### config.mk
export PLATFORM = sky130hd
export DESIGN_NAME = program_loader_flat
export DESIGN_NICKNAME = d
export VERILOG_FILES = /design/src/rtl/program_loader_pkg.sv /design/src/rtl/program_loader_if.sv /design/src/rtl/program_loader_word_assembler.sv /design/src/rtl/program_loader.sv /design/src/flat_wrapper.sv
export SDC_FILE = /design/constraint.sdc
export NUM_CORES = 1
export LEC_CHECK = 0
export ABC_AREA = 1
export CORE_MARGIN = 2
export CORE_UTILIZATION = 32
export DETAILED_ROUTE_END_ITERATION = 7
export MAX_ROUTING_LAYER = met4
export PLACE_DENSITY = 0.53
export SLEW_MARGIN = 20
export SYNTH_ARGS = -nofsm -noshare
export SYNTH_HDL_FRONTEND = slang
export SYNTH_SLANG_ARGS = --single-unit
### constraint.sdc
create_clock -name clk -period 2.55 [get_ports clk]
set_clock_uncertainty 0.15 [all_clocks]
set_input_delay 0.3825 -clock clk [delete_from_list [all_inputs] [get_ports clk]]
set_output_delay 0.3825 -clock clk [all_outputs]
set_load 0.02 [all_outputs]
### src/rtl/program_loader_pkg.sv
// Shared definitions for the program loader: FSM states, error codes,
// frame constants and small arithmetic helpers.
package program_loader_pkg;

    typedef enum logic [2:0] {
        ST_IDLE   = 3'd0,
        ST_LEN_LO = 3'd1,
        ST_LEN_HI = 3'd2,
        ST_DATA   = 3'd3,
        ST_CHECK  = 3'd4,
        ST_DONE   = 3'd5,
        ST_ERROR  = 3'd6
    } state_e;

    typedef enum logic [1:0] {
        ERR_NONE    = 2'd0,
        ERR_LEN     = 2'd1,
        ERR_CSUM    = 2'd2,
        ERR_TIMEOUT = 2'd3
    } err_code_e;

    localparam logic [7:0] SYNC_BYTE = 8'hA5;

    function automatic logic [7:0] csum_next(input logic [7:0] sum, input logic [7:0] data);
        return sum + data;
    endfunction

    function automatic logic [31:0] word_addr(input logic [31:0] base, input logic [15:0] idx);
        return base + {14'd0, idx, 2'b00};
    endfunction

endpackage

### src/rtl/program_loader_if.sv
// Byte-stream input and program-memory write / boot status signals of the loader.
interface program_loader_if;
    logic        byte_valid_i;
    logic [7:0]  byte_i;
    logic        restart_i;
    logic        mem_we_o;
    logic [31:0] mem_addr_o;
    logic [31:0] mem_wdata_o;
    logic        cpu_hold_o;
    logic        done_o;
    logic        error_o;
    logic [1:0]  error_code_o;
    logic [15:0] words_loaded_o;

    modport slave (
        input  byte_valid_i, byte_i, restart_i,
        output mem_we_o, mem_addr_o, mem_wdata_o, cpu_hold_o,
               done_o, error_o, error_code_o, words_loaded_o
    );

    modport master (
        output byte_valid_i, byte_i, restart_i,
        input  mem_we_o, mem_addr_o, mem_wdata_o, cpu_hold_o,
               done_o, error_o, error_code_o, words_loaded_o
    );
endinterface

### src/rtl/program_loader_word_assembler.sv
// Shifts bytes in little-endian order; the full word is presented together
// with the fourth byte so the caller can register it on that same edge.
module program_loader_word_assembler (
    input  logic        clk,
    input  logic        reset,
    input  logic        clear,
    input  logic        shift_en,
    input  logic [7:0]  byte_in,
    output logic [31:0] word,
    output logic        word_full
);

    logic [23:0] shift_r;
    logic [1:0]  cnt_r;

    assign word      = {byte_in, shift_r};
    assign word_full = shift_en && (cnt_r == 2'd3);

    // Byte shift register and position counter
    always_ff @(posedge clk or negedge reset) begin
        if (!reset) begin
            shift_r <= 24'd0;
            cnt_r   <= 2'd0;
        end else if (clear) begin
            cnt_r   <= 2'd0;
        end else if (shift_en) begin
            shift_r <= {byte_in, shift_r[23:8]};
            cnt_r   <= cnt_r + 2'd1;
        end
    end

endmodule

### src/rtl/program_loader.sv
// Boot loader: parses framed bytes, writes words to program memory and
// releases the core only after a checksum-verified image has been loaded.
module program_loader
    import program_loader_pkg::*;
#(
    parameter int          MEMORY_DEPTH   = 256,
    parameter logic [31:0] BASE_ADDRESS   = 32'h0040_0000,
    parameter int          TIMEOUT_CYCLES = 100000
) (
    input  logic              clk,
    input  logic              reset,
    program_loader_if.slave   bus
);

    localparam int              TW       = $clog2(TIMEOUT_CYCLES + 1);
    localparam logic [TW-1:0]   TMO_LAST = TW'(TIMEOUT_CYCLES - 1);
    localparam logic [15:0]     DEPTH_W  = 16'(MEMORY_DEPTH);

    state_e      state_r, state_nxt_s;
    err_code_e   err_code_nxt_s;
    logic [15:0] len_r, len_full_s, words_r;
    logic [7:0]  csum_r;
    logic [TW-1:0] tmo_r;
    logic        tmo_hit_s, active_s;
    logic        frame_start_s, restart_clr_s, write_word_s, csum_add_s;
    logic        shift_en_s, asm_clear_s, word_full_s;
    logic [31:0] word_s;
    logic        mem_we_r, done_r, error_r, cpu_hold_r;
    logic [31:0] mem_addr_r, mem_wdata_r;
    logic [1:0]  error_code_r;

    assign len_full_s  = {bus.byte_i, len_r[7:0]};
    assign active_s    = state_r inside {ST_LEN_LO, ST_LEN_HI, ST_DATA, ST_CHECK};
    assign tmo_hit_s   = !bus.byte_valid_i && (tmo_r == TMO_LAST);
    assign shift_en_s  = (state_r == ST_DATA) && bus.byte_valid_i;
    assign asm_clear_s = (state_r != ST_DATA);

    program_loader_word_assembler u_asm (
        .clk       (clk),
        .reset     (reset),
        .clear     (asm_clear_s),
        .shift_en  (shift_en_s),
        .byte_in   (bus.byte_i),
        .word      (word_s),
        .word_full (word_full_s)
    );

    // State register
    always_ff @(posedge clk or negedge reset) begin
        if (!reset) state_r <= ST_IDLE;
        else        state_r <= state_nxt_s;
    end

    // Next-state and per-cycle control strobes; a byte always beats a timeout
    always_comb begin
        state_nxt_s    = state_r;
        err_code_nxt_s = ERR_NONE;
        frame_start_s  = 1'b0;
        restart_clr_s  = 1'b0;
        write_word_s   = 1'b0;
        csum_add_s     = 1'b0;
        case (state_r)
            ST_IDLE: begin
                if (bus.byte_valid_i && (bus.byte_i == SYNC_BYTE)) begin
                    state_nxt_s   = ST_LEN_LO;
                    frame_start_s = 1'b1;
                end else begin
                    state_nxt_s = ST_IDLE;
                end
            end
            ST_LEN_LO: begin
                if (bus.byte_valid_i) begin
                    state_nxt_s = ST_LEN_HI;
                end else if (tmo_hit_s) begin
                    state_nxt_s    = ST_ERROR;
                    err_code_nxt_s = ERR_TIMEOUT;
                end else begin
                    state_nxt_s = ST_LEN_LO;
                end
            end
            ST_LEN_HI: begin
                if (bus.byte_valid_i) begin
                    if (len_full_s > DEPTH_W) begin
                        state_nxt_s    = ST_ERROR;
                        err_code_nxt_s = ERR_LEN;
                    end else if (len_full_s == 16'd0) begin
                        state_nxt_s = ST_CHECK;
                    end else begin
                        state_nxt_s = ST_DATA;
                    end
                end else if (tmo_hit_s) begin
                    state_nxt_s    = ST_ERROR;
                    err_code_nxt_s = ERR_TIMEOUT;
                end else begin
                    state_nxt_s = ST_LEN_HI;
                end
            end
            ST_DATA: begin
                if (bus.byte_valid_i) begin
                    csum_add_s = 1'b1;
                    if (word_full_s) begin
                        write_word_s = 1'b1;
                        if ((words_r + 16'd1) == len_r) state_nxt_s = ST_CHECK;
                        else                            state_nxt_s = ST_DATA;
                    end else begin
                        state_nxt_s = ST_DATA;
                    end
                end else if (tmo_hit_s) begin
                    state_nxt_s    = ST_ERROR;
                    err_code_nxt_s = ERR_TIMEOUT;
                end else begin
                    state_nxt_s = ST_DATA;
                end
            end
            ST_CHECK: begin
                if (bus.byte_valid_i) begin
                    if (bus.byte_i == csum_r) begin
                        state_nxt_s = ST_DONE;
                    end else begin
                        state_nxt_s    = ST_ERROR;
                        err_code_nxt_s = ERR_CSUM;
                    end
                end else if (tmo_hit_s) begin
                    state_nxt_s    = ST_ERROR;
                    err_code_nxt_s = ERR_TIMEOUT;
                end else begin
                    state_nxt_s = ST_CHECK;
                end
            end
            ST_DONE, ST_ERROR: begin
                if (bus.restart_i) begin
                    state_nxt_s   = ST_IDLE;
                    restart_clr_s = 1'b1;
                end else begin
                    state_nxt_s = state_r;
                end
            end
            default: begin
                state_nxt_s = ST_IDLE;
            end
        endcase
    end

    // Inter-byte timeout counter, only running while a frame is open
    always_ff @(posedge clk or negedge reset) begin
        if (!reset)                                              tmo_r <= {TW{1'b0}};
        else if (active_s && !bus.byte_valid_i && !tmo_hit_s)   tmo_r <= tmo_r + TW'(1);
        else                                                     tmo_r <= {TW{1'b0}};
    end

    // Frame bookkeeping: length, running checksum and word count
    always_ff @(posedge clk or negedge reset) begin
        if (!reset) begin
            len_r   <= 16'd0;
            csum_r  <= 8'd0;
            words_r <= 16'd0;
        end else begin
            if (state_r == ST_LEN_LO && bus.byte_valid_i)      len_r <= {8'd0, bus.byte_i};
            else if (state_r == ST_LEN_HI && bus.byte_valid_i) len_r <= len_full_s;

            if (frame_start_s || restart_clr_s) csum_r <= 8'd0;
            else if (csum_add_s)                csum_r <= csum_next(csum_r, bus.byte_i);

            if (frame_start_s || restart_clr_s) words_r <= 16'd0;
            else if (write_word_s)              words_r <= words_r + 16'd1;
        end
    end

    // Registered memory write port and boot status
    always_ff @(posedge clk or negedge reset) begin
        if (!reset) begin
            mem_we_r     <= 1'b0;
            mem_addr_r   <= BASE_ADDRESS;
            mem_wdata_r  <= 32'd0;
            done_r       <= 1'b0;
            error_r      <= 1'b0;
            cpu_hold_r   <= 1'b1;
            error_code_r <= 2'd0;
        end else begin
            mem_we_r <= write_word_s;
            if (write_word_s) begin
                mem_addr_r  <= word_addr(BASE_ADDRESS, words_r);
                mem_wdata_r <= word_s;
            end
            done_r     <= (state_nxt_s == ST_DONE);
            error_r    <= (state_nxt_s == ST_ERROR);
            cpu_hold_r <= (state_nxt_s != ST_DONE);
            if (restart_clr_s)
                error_code_r <= ERR_NONE;
            else if (state_nxt_s == ST_ERROR && state_r != ST_ERROR)
                error_code_r <= err_code_nxt_s;
        end
    end

    assign bus.mem_we_o       = mem_we_r;
    assign bus.mem_addr_o     = mem_addr_r;
    assign bus.mem_wdata_o    = mem_wdata_r;
    assign bus.cpu_hold_o     = cpu_hold_r;
    assign bus.done_o         = done_r;
    assign bus.error_o        = error_r;
    assign bus.error_code_o   = error_code_r;
    assign bus.words_loaded_o = words_r;

endmodule

### src/flat_wrapper.sv
// flat-port wrapper written by rule: the top's interface ports become plain ports
module program_loader_flat import program_loader_pkg::*;
#(
    parameter int          MEMORY_DEPTH   = 256,
    parameter logic [31:0] BASE_ADDRESS   = 32'h0040_0000,
    parameter int          TIMEOUT_CYCLES = 100000
)
  (clk, reset, bus_byte_valid_i, bus_byte_i, bus_restart_i, bus_mem_we_o, bus_mem_addr_o, bus_mem_wdata_o, bus_cpu_hold_o, bus_done_o, bus_error_o, bus_error_code_o, bus_words_loaded_o);
  program_loader_if bus_i ();
  input  logic clk;
  input  logic reset;
  input wire logic [$bits(bus_i.byte_valid_i)-1:0] bus_byte_valid_i;
  input wire logic [$bits(bus_i.byte_i)-1:0] bus_byte_i;
  input wire logic [$bits(bus_i.restart_i)-1:0] bus_restart_i;
  output wire logic [$bits(bus_i.mem_we_o)-1:0] bus_mem_we_o;
  output wire logic [$bits(bus_i.mem_addr_o)-1:0] bus_mem_addr_o;
  output wire logic [$bits(bus_i.mem_wdata_o)-1:0] bus_mem_wdata_o;
  output wire logic [$bits(bus_i.cpu_hold_o)-1:0] bus_cpu_hold_o;
  output wire logic [$bits(bus_i.done_o)-1:0] bus_done_o;
  output wire logic [$bits(bus_i.error_o)-1:0] bus_error_o;
  output wire logic [$bits(bus_i.error_code_o)-1:0] bus_error_code_o;
  output wire logic [$bits(bus_i.words_loaded_o)-1:0] bus_words_loaded_o;
  assign bus_i.byte_valid_i = bus_byte_valid_i;
  assign bus_i.byte_i = bus_byte_i;
  assign bus_i.restart_i = bus_restart_i;
  assign bus_mem_we_o = bus_i.mem_we_o;
  assign bus_mem_addr_o = bus_i.mem_addr_o;
  assign bus_mem_wdata_o = bus_i.mem_wdata_o;
  assign bus_cpu_hold_o = bus_i.cpu_hold_o;
  assign bus_done_o = bus_i.done_o;
  assign bus_error_o = bus_i.error_o;
  assign bus_error_code_o = bus_i.error_code_o;
  assign bus_words_loaded_o = bus_i.words_loaded_o;
  program_loader #(.MEMORY_DEPTH(MEMORY_DEPTH), .BASE_ADDRESS(BASE_ADDRESS), .TIMEOUT_CYCLES(TIMEOUT_CYCLES)) u_core (.clk(clk), .reset(reset), .bus(bus_i));
endmodule
**Yosys cells after proc, flatten, opt, wreduce, memory -nomap -nowiden**

Index checks and enable logic that the tools add are counted.

- Register bits: 156
- Latch bits: 0
- RAM bits: 0
- ROM bits: 0
- Input port bits: 12
- Output and inout bits: 86
- Logic and storage cells: 104
- Memories kept: 0

- Add/subtract/negate cells: 5
- Multipliers: 0
- Div/mod/pow operators: 0
- Order comparisons: 1
- Equality and inequality tests: 16
- Shift-type cells: 0
- Multiplexer cells: 43
- Bitwise gates (word level): 1
- Reductions and logical operators: 23

Operators with widths:

| cell | count |
|---|---|
| 16-bit 2-to-1 mux | 4 |
| 3-bit 2-to-1 mux | 12 |
| 23-bit by 18-bit adder with 24-bit output (first input constant) | 1 |
| 2-bit 2-to-1 mux | 11 |
| 3-bit case mux with 6 select lines | 1 |
| 17-bit by 1-bit adder with 17-bit output (second input constant) | 1 |
| 17-bit equality test (second input constant) | 1 |
| 17-bit 2-to-1 mux | 1 |
| 16-bit by 1-bit adder with 16-bit output (second input constant) | 1 |
| 16-bit equality test | 1 |
| 16-bit by 9-bit > comparator with 1-bit output (second input constant) | 1 |
| 16-bit zero test | 1 |
| 8-bit 2-to-1 mux | 2 |
| 3-bit equality test (second input constant) | 5 |
| 1-bit 2-to-1 mux | 11 |
| 2-bit nonzero test | 5 |
| 1-bit logical AND | 9 |
| 8-bit adder | 1 |
| 8-bit equality test | 1 |
| 8-bit equality test (second input constant) | 1 |
| 3-bit by 2-bit equality test with 1-bit output (second input constant) | 2 |
| 3-bit inequality test (second input constant) | 2 |
| 2-bit case mux with 3 select lines | 1 |
| 4-bit nonzero test | 1 |
| other kinds (10) | 12 |

**Depth between registers and ports, before layout**

- Depth after elaboration: 10
- Mapped depth: 18
- Mapped depth without buffers: 18

**Cells and area by module**

Synthesis repeated with hierarchy kept, for this count alone.

- Cell total of the unflattened synthesis: 874
- Area, all modules: 7001.7 um^2

By module, submodules not included:

| module | instances | cells each | area an instance (um^2) | sequential area each (um^2) |
|---|---|---|---|---|
| program_loader | 1 | 748 | 5873.1 | 2854.0 |
| program_loader_word_assembler | 1 | 126 | 1128.6 | 650.6 |

**Least setup slack after synthesis**

OpenSTA, ideal clock, no wires.

- Kind: register to register
- From: register u_core.words_r[1], in the netlist u_core.bus.words_loaded_o[1]
- To: register u_core.error_code_r[0], in the netlist u_core.bus.error_code_o[0]
- Library setup time: 0.118 ns
- Data arrival time: 1.937 ns
- Data required time: 2.282 ns
- Setup slack: 0.345 ns
- Stages on the path, launching flop included: 15
- Path through: dfrtp_1 > ha_1 > nand2_1 > nor2_4 > nand3_1 > xor3_1 > nand2_1 > nor2_1 > nand3_2 > nand3_2 > nand2_2 > nor2_2 > nand3_2 > nand3_1 > nand2_1

- Cells in the longest elaborated chain, start to end: 9

Ends and longest elaborated chain:

| element | RTL line | RTL |
|---|---|---|
| start: declaration | program_loader.sv:21 | `logic [15:0] len_r, len_full_s, words_r;` |
| start signal: assignment | program_loader.sv:165 | `else if (write_word_s) words_r <= words_r + 16'd1;` |
| 16-bit by 1-bit adder with 16-bit output | program_loader.sv:103 | `if ((words_r + 16'd1) == len_r) state_nxt_s = ST_CHECK;` |
| 16-bit equality test | program_loader.sv:103 |  |
| 3-bit 2-to-1 mux | program_loader.sv:103 |  |
| 3-bit 2-to-1 mux | program_loader.sv:101 | `if (word_full_s) begin` |
| 3-bit 2-to-1 mux | program_loader.sv:99 | `if (bus.byte_valid_i) begin` |
| 3-bit case mux with 6 select lines | program_loader.sv:62 | `case (state_r)` |
| named net u_core.state_nxt_s[0] | program_loader.sv:19 | `state_e state_r, state_nxt_s;` |
| 3-bit equality test | program_loader.sv:190 | `else if (state_nxt_s == ST_ERROR && state_r != ST_ERROR)` |
| 1-bit logical AND | program_loader.sv:190 |  |
| 2-bit nonzero test (no line) | -- |  |
| end signal: assignment | program_loader.sv:191 | `error_code_r <= err_code_nxt_s;` |
| end: declaration | program_loader.sv:30 | `logic [1:0] error_code_r;` |

The timed path passes the listed nets, and every way through them passes these cells.
A chain may end at the register's enable or synchronous reset.

**Worst setup path after layout**

- From: register u_core.words_r[0], in the netlist u_core.bus.words_loaded_o[0]
- To: register u_core.error_code_r[0], in the netlist u_core.bus.error_code_o[0]

Same word-level chain as after synthesis.

==> results.yml <==
route:
  wirelength_um: 17400
  via_per_inst: 4.64
  drcViolationCount: 0
  drt-pass1-iter-count: 5
  antenna_left: 0
  wl_per_cell_um: 14.2
  vias: 5661
  drt_iter0_markers: 448
setup_path:
  rr_worst_depth: 14
  path_class: "register to register"
  required_ps: 2720
  startpoint_type: "register"
  r2r-start: "u_core.bus.words_loaded_o[0]"
  endpoint_kind: "register"
  worst-path-max-fanout: 6
  reg2reg_slack_ps: 160
  reg2reg_to: "u_core.bus.error_code_o[0]"
  cp.arrival_ps: 2560
floorplan:
  die_x_um: 150
  die_area_sq_um: 22500
  io-pin-count: 98
  dieHeight_um: 150
  core_sq_um: 21000
  num_rows: 53
  start_util_pct: 32.6
global_routing:
  antenna_found_initial: 0
  grt_max_degree: 65
  grt-ovfl-total: 0
  grt_usage_pct: 16.8
  grt_pass1_vias: 5384
  grt_pass1_wl_um: 28500
logic_synthesis:
  synth-seq-cells: 140
  async_flop_share_pct: 100
  synth.distinct_cells: 44
  netlist_instances: 815
  synth_enable_flop_cells: 0
  syn_area_per_cell_sq_um: 8.37
  synth_flop_cell: "dfrtp_1"
  yosys_warnings: 0
  seq_area_frac_synth_pct: 51.4
  synth_area_sq_um: 6820
placed_design:
  placed_cells: 1181
  gp_congestion: 0.888
  hpwlAfterDp_um: 12600
  dp_slack_ps: -77.6
  portBuffers: 81
min_path:
  min_to: "u_core.tmo_r[0]"
  holdCritPathClass: "register to register"
  min_path_cells: 1
  hold_start: "u_core.tmo_r[0]"
timing:
  slew_headroom_pct: 61.0
  finalHoldWorstSlack_ps: 318
  period_minus_slack_ps: 2390
  setup-tns-final_ps: 0
  hold_viol: 0
  rsz0062_at_grt: "yes"
  max_freq_mhz: 419
  finalWorstSetupSlack_ps: 161
  setup_viol: 0
  worst_pin_slew_ps: 585
  fin_crit_sh_pct: 93.7
  drv_slew: 0
run:
  drv_cap: 0
power_and_ir_drop:
  internal-power_w: 0.00455
  p_leak_nw: 4.00
  clkPwrFrac_pct: 36.0
  p_sw_w: 0.00223
  p_per_area_nw_per_um2: 771
  p_seq_share_pct: 39.6
  combPwrFrac_pct: 24.4
  vdd_drop_max_v: 0.000473
  sw_frac_of_total_pct: 32.9
cts:
  htreeDepth: 4
  clock_latency_ps: 430
  cts_sinks: 140
  cts_buffers: 17
  cts_root_buffer: "clkbuf_16"
  path_clk_slew_ps: 60
  clk_path_buf_depth: 2
  cts_tree: "done"
final_layout:
  final_common_cell: "nand2_1"
  n_fill_cell: 2164
  antennaDiodeCount: 0
  final_layout_size_suffix_gt1_share_pct: 12.2
  nets: 954
  area_delta_synth_final_pct: 28.8
  fin_cells: 1219
  final_cell_mix: "201 x nand2_1, 139 x dfrtp_1, 100 x o21ai_0"
outcome:
  status: "completed"
==> layer usage <==
metal  share of wire [%]  GRT usage (%)
met5                   0              -
met2                  45           25.5
met1                  49           22.8
met3                 4.0           3.51
met4                 1.3           5.00
==> worst max-delay path by stage <==
stage                                            start  depth (start not counted)                          to
final                     u_core.bus.words_loaded_o[0]                         14  u_core.bus.error_code_o[0]
after global routing      u_core.bus.words_loaded_o[0]                         16  u_core.bus.error_code_o[0]
after CTS                 u_core.bus.words_loaded_o[0]                         16  u_core.bus.error_code_o[0]
after detailed placement                 bus_byte_i[1]                         14            u_core.csum_r[7]
after global placement                   bus_byte_i[1]                         14            u_core.csum_r[7]
after floorplan           u_core.bus.words_loaded_o[1]                         14  u_core.bus.error_code_o[0]
==> registers in the layout, indices dropped and copies added (netlist names) <==
name	cells
u_core.bus.cpu_hold_o	1
u_core.u_asm.cnt_r	2
u_core.bus.mem_wdata_o	32
u_core.bus.error_code_o	2
u_core.u_asm.shift_r	24
u_core.bus.error_o	1
u_core.tmo_r	17
u_core.state_r	3
u_core.bus.done_o	1
u_core.csum_r	8
u_core.len_r	16
u_core.bus.mem_we_o	1
u_core.bus.mem_addr_o	16
u_core.bus.words_loaded_o	16
==> Yosys cell counts, types with 3 or more instances <==
library cell	instances	area share, %
o211ai_1	3	0.33
nor2_2	6	0.55
xor2_1	9	1.2
inv_1	94	5.2
a21oi_1	21	1.5
nand4_1	19	1.7
nand2_2	8	0.73
nor3_1	11	0.81
dfrtp_1	139	51
nand2_1	203	11
nor2_1	48	2.6
o21ai_0	100	7.3
o22ai_1	10	0.92
ha_1	10	1.8
nand3_1	50	3.7
clkbuf_1	21	1.2
nand3_2	4	0.59
nor4_1	5	0.46
nor2_4	6	0.99
buf_4	16	1.8
==> what timing repair did <==
item | CTS | global route
setup endpoints to repair | 0 | 2
buffers inserted | 0 | 5
hold endpoints to repair | 51 | 0
gates resized for setup | 0 | 11
hold buffers | 1 | 0
==> per-stage QoR <==
step	instance area, sq um	util [%]	total power, W
3_5_place_dp	8110	38.7	0.00429
2_1_floorplan	6880	-	0.00366
4_1_cts	8700	41.5	0.00677
3_3_place_gp	8110	38.7	0.00430
5_1_grt	8790	41.9	0.00717
6_report	8790	41.9	0.00678
==> power groups by stage <==
stage               Sequential (W)  Clock, W  Combinational, W
global route               0.00272   0.00260           0.00186
detailed placement         0.00270         0           0.00159
floorplan                  0.00277         0          0.000895
global placement           0.00271         0           0.00159
finish                     0.00268   0.00244           0.00166
CTS                        0.00267   0.00250           0.00160
==> critical path: stages (launching register included) <==
cell and delay [ps]:
dfrtp_1 400, buf_6 130, clkinvlp_4 130, nor2_4 210
nand2_4 120, xnor3_4 270, nand3_1 100, nor2_2 150
nand3_2 150, nand3_2 100, nand2_2 80, nor2_4 90
nand3_2 70, nand3_1 70, nand2_1 60
==> logic make-up after synthesis <==
family,after synthesis,share of synthesized area (%)
and+or+nand+nor,368,24.4
AOI/OAI and AO/OA,144,11.3
DFF,140,51.4
buffers and inverters,137,8.53
xor gates and xnor gates,13,2.15
adders and majority gates,11,2.13
other,2,0.110
==> cell type report <==
cell class / instances / area (sq um) / area share (%)
Sequential cell: 140 / 3500 / 39.9
Clock inverter: 14 / 143 / 1.62
Multi-Input combinational cell: 552 / 2840 / 32.3
Timing Repair Buffer: 123 / 1160 / 13.2
Clock buffer: 18 / 429 / 4.88
Tap cell: 275 / 344 / 3.92
Inverter: 97 / 368 / 4.19
Note: power is estimated with default switching activity, not from simulation.
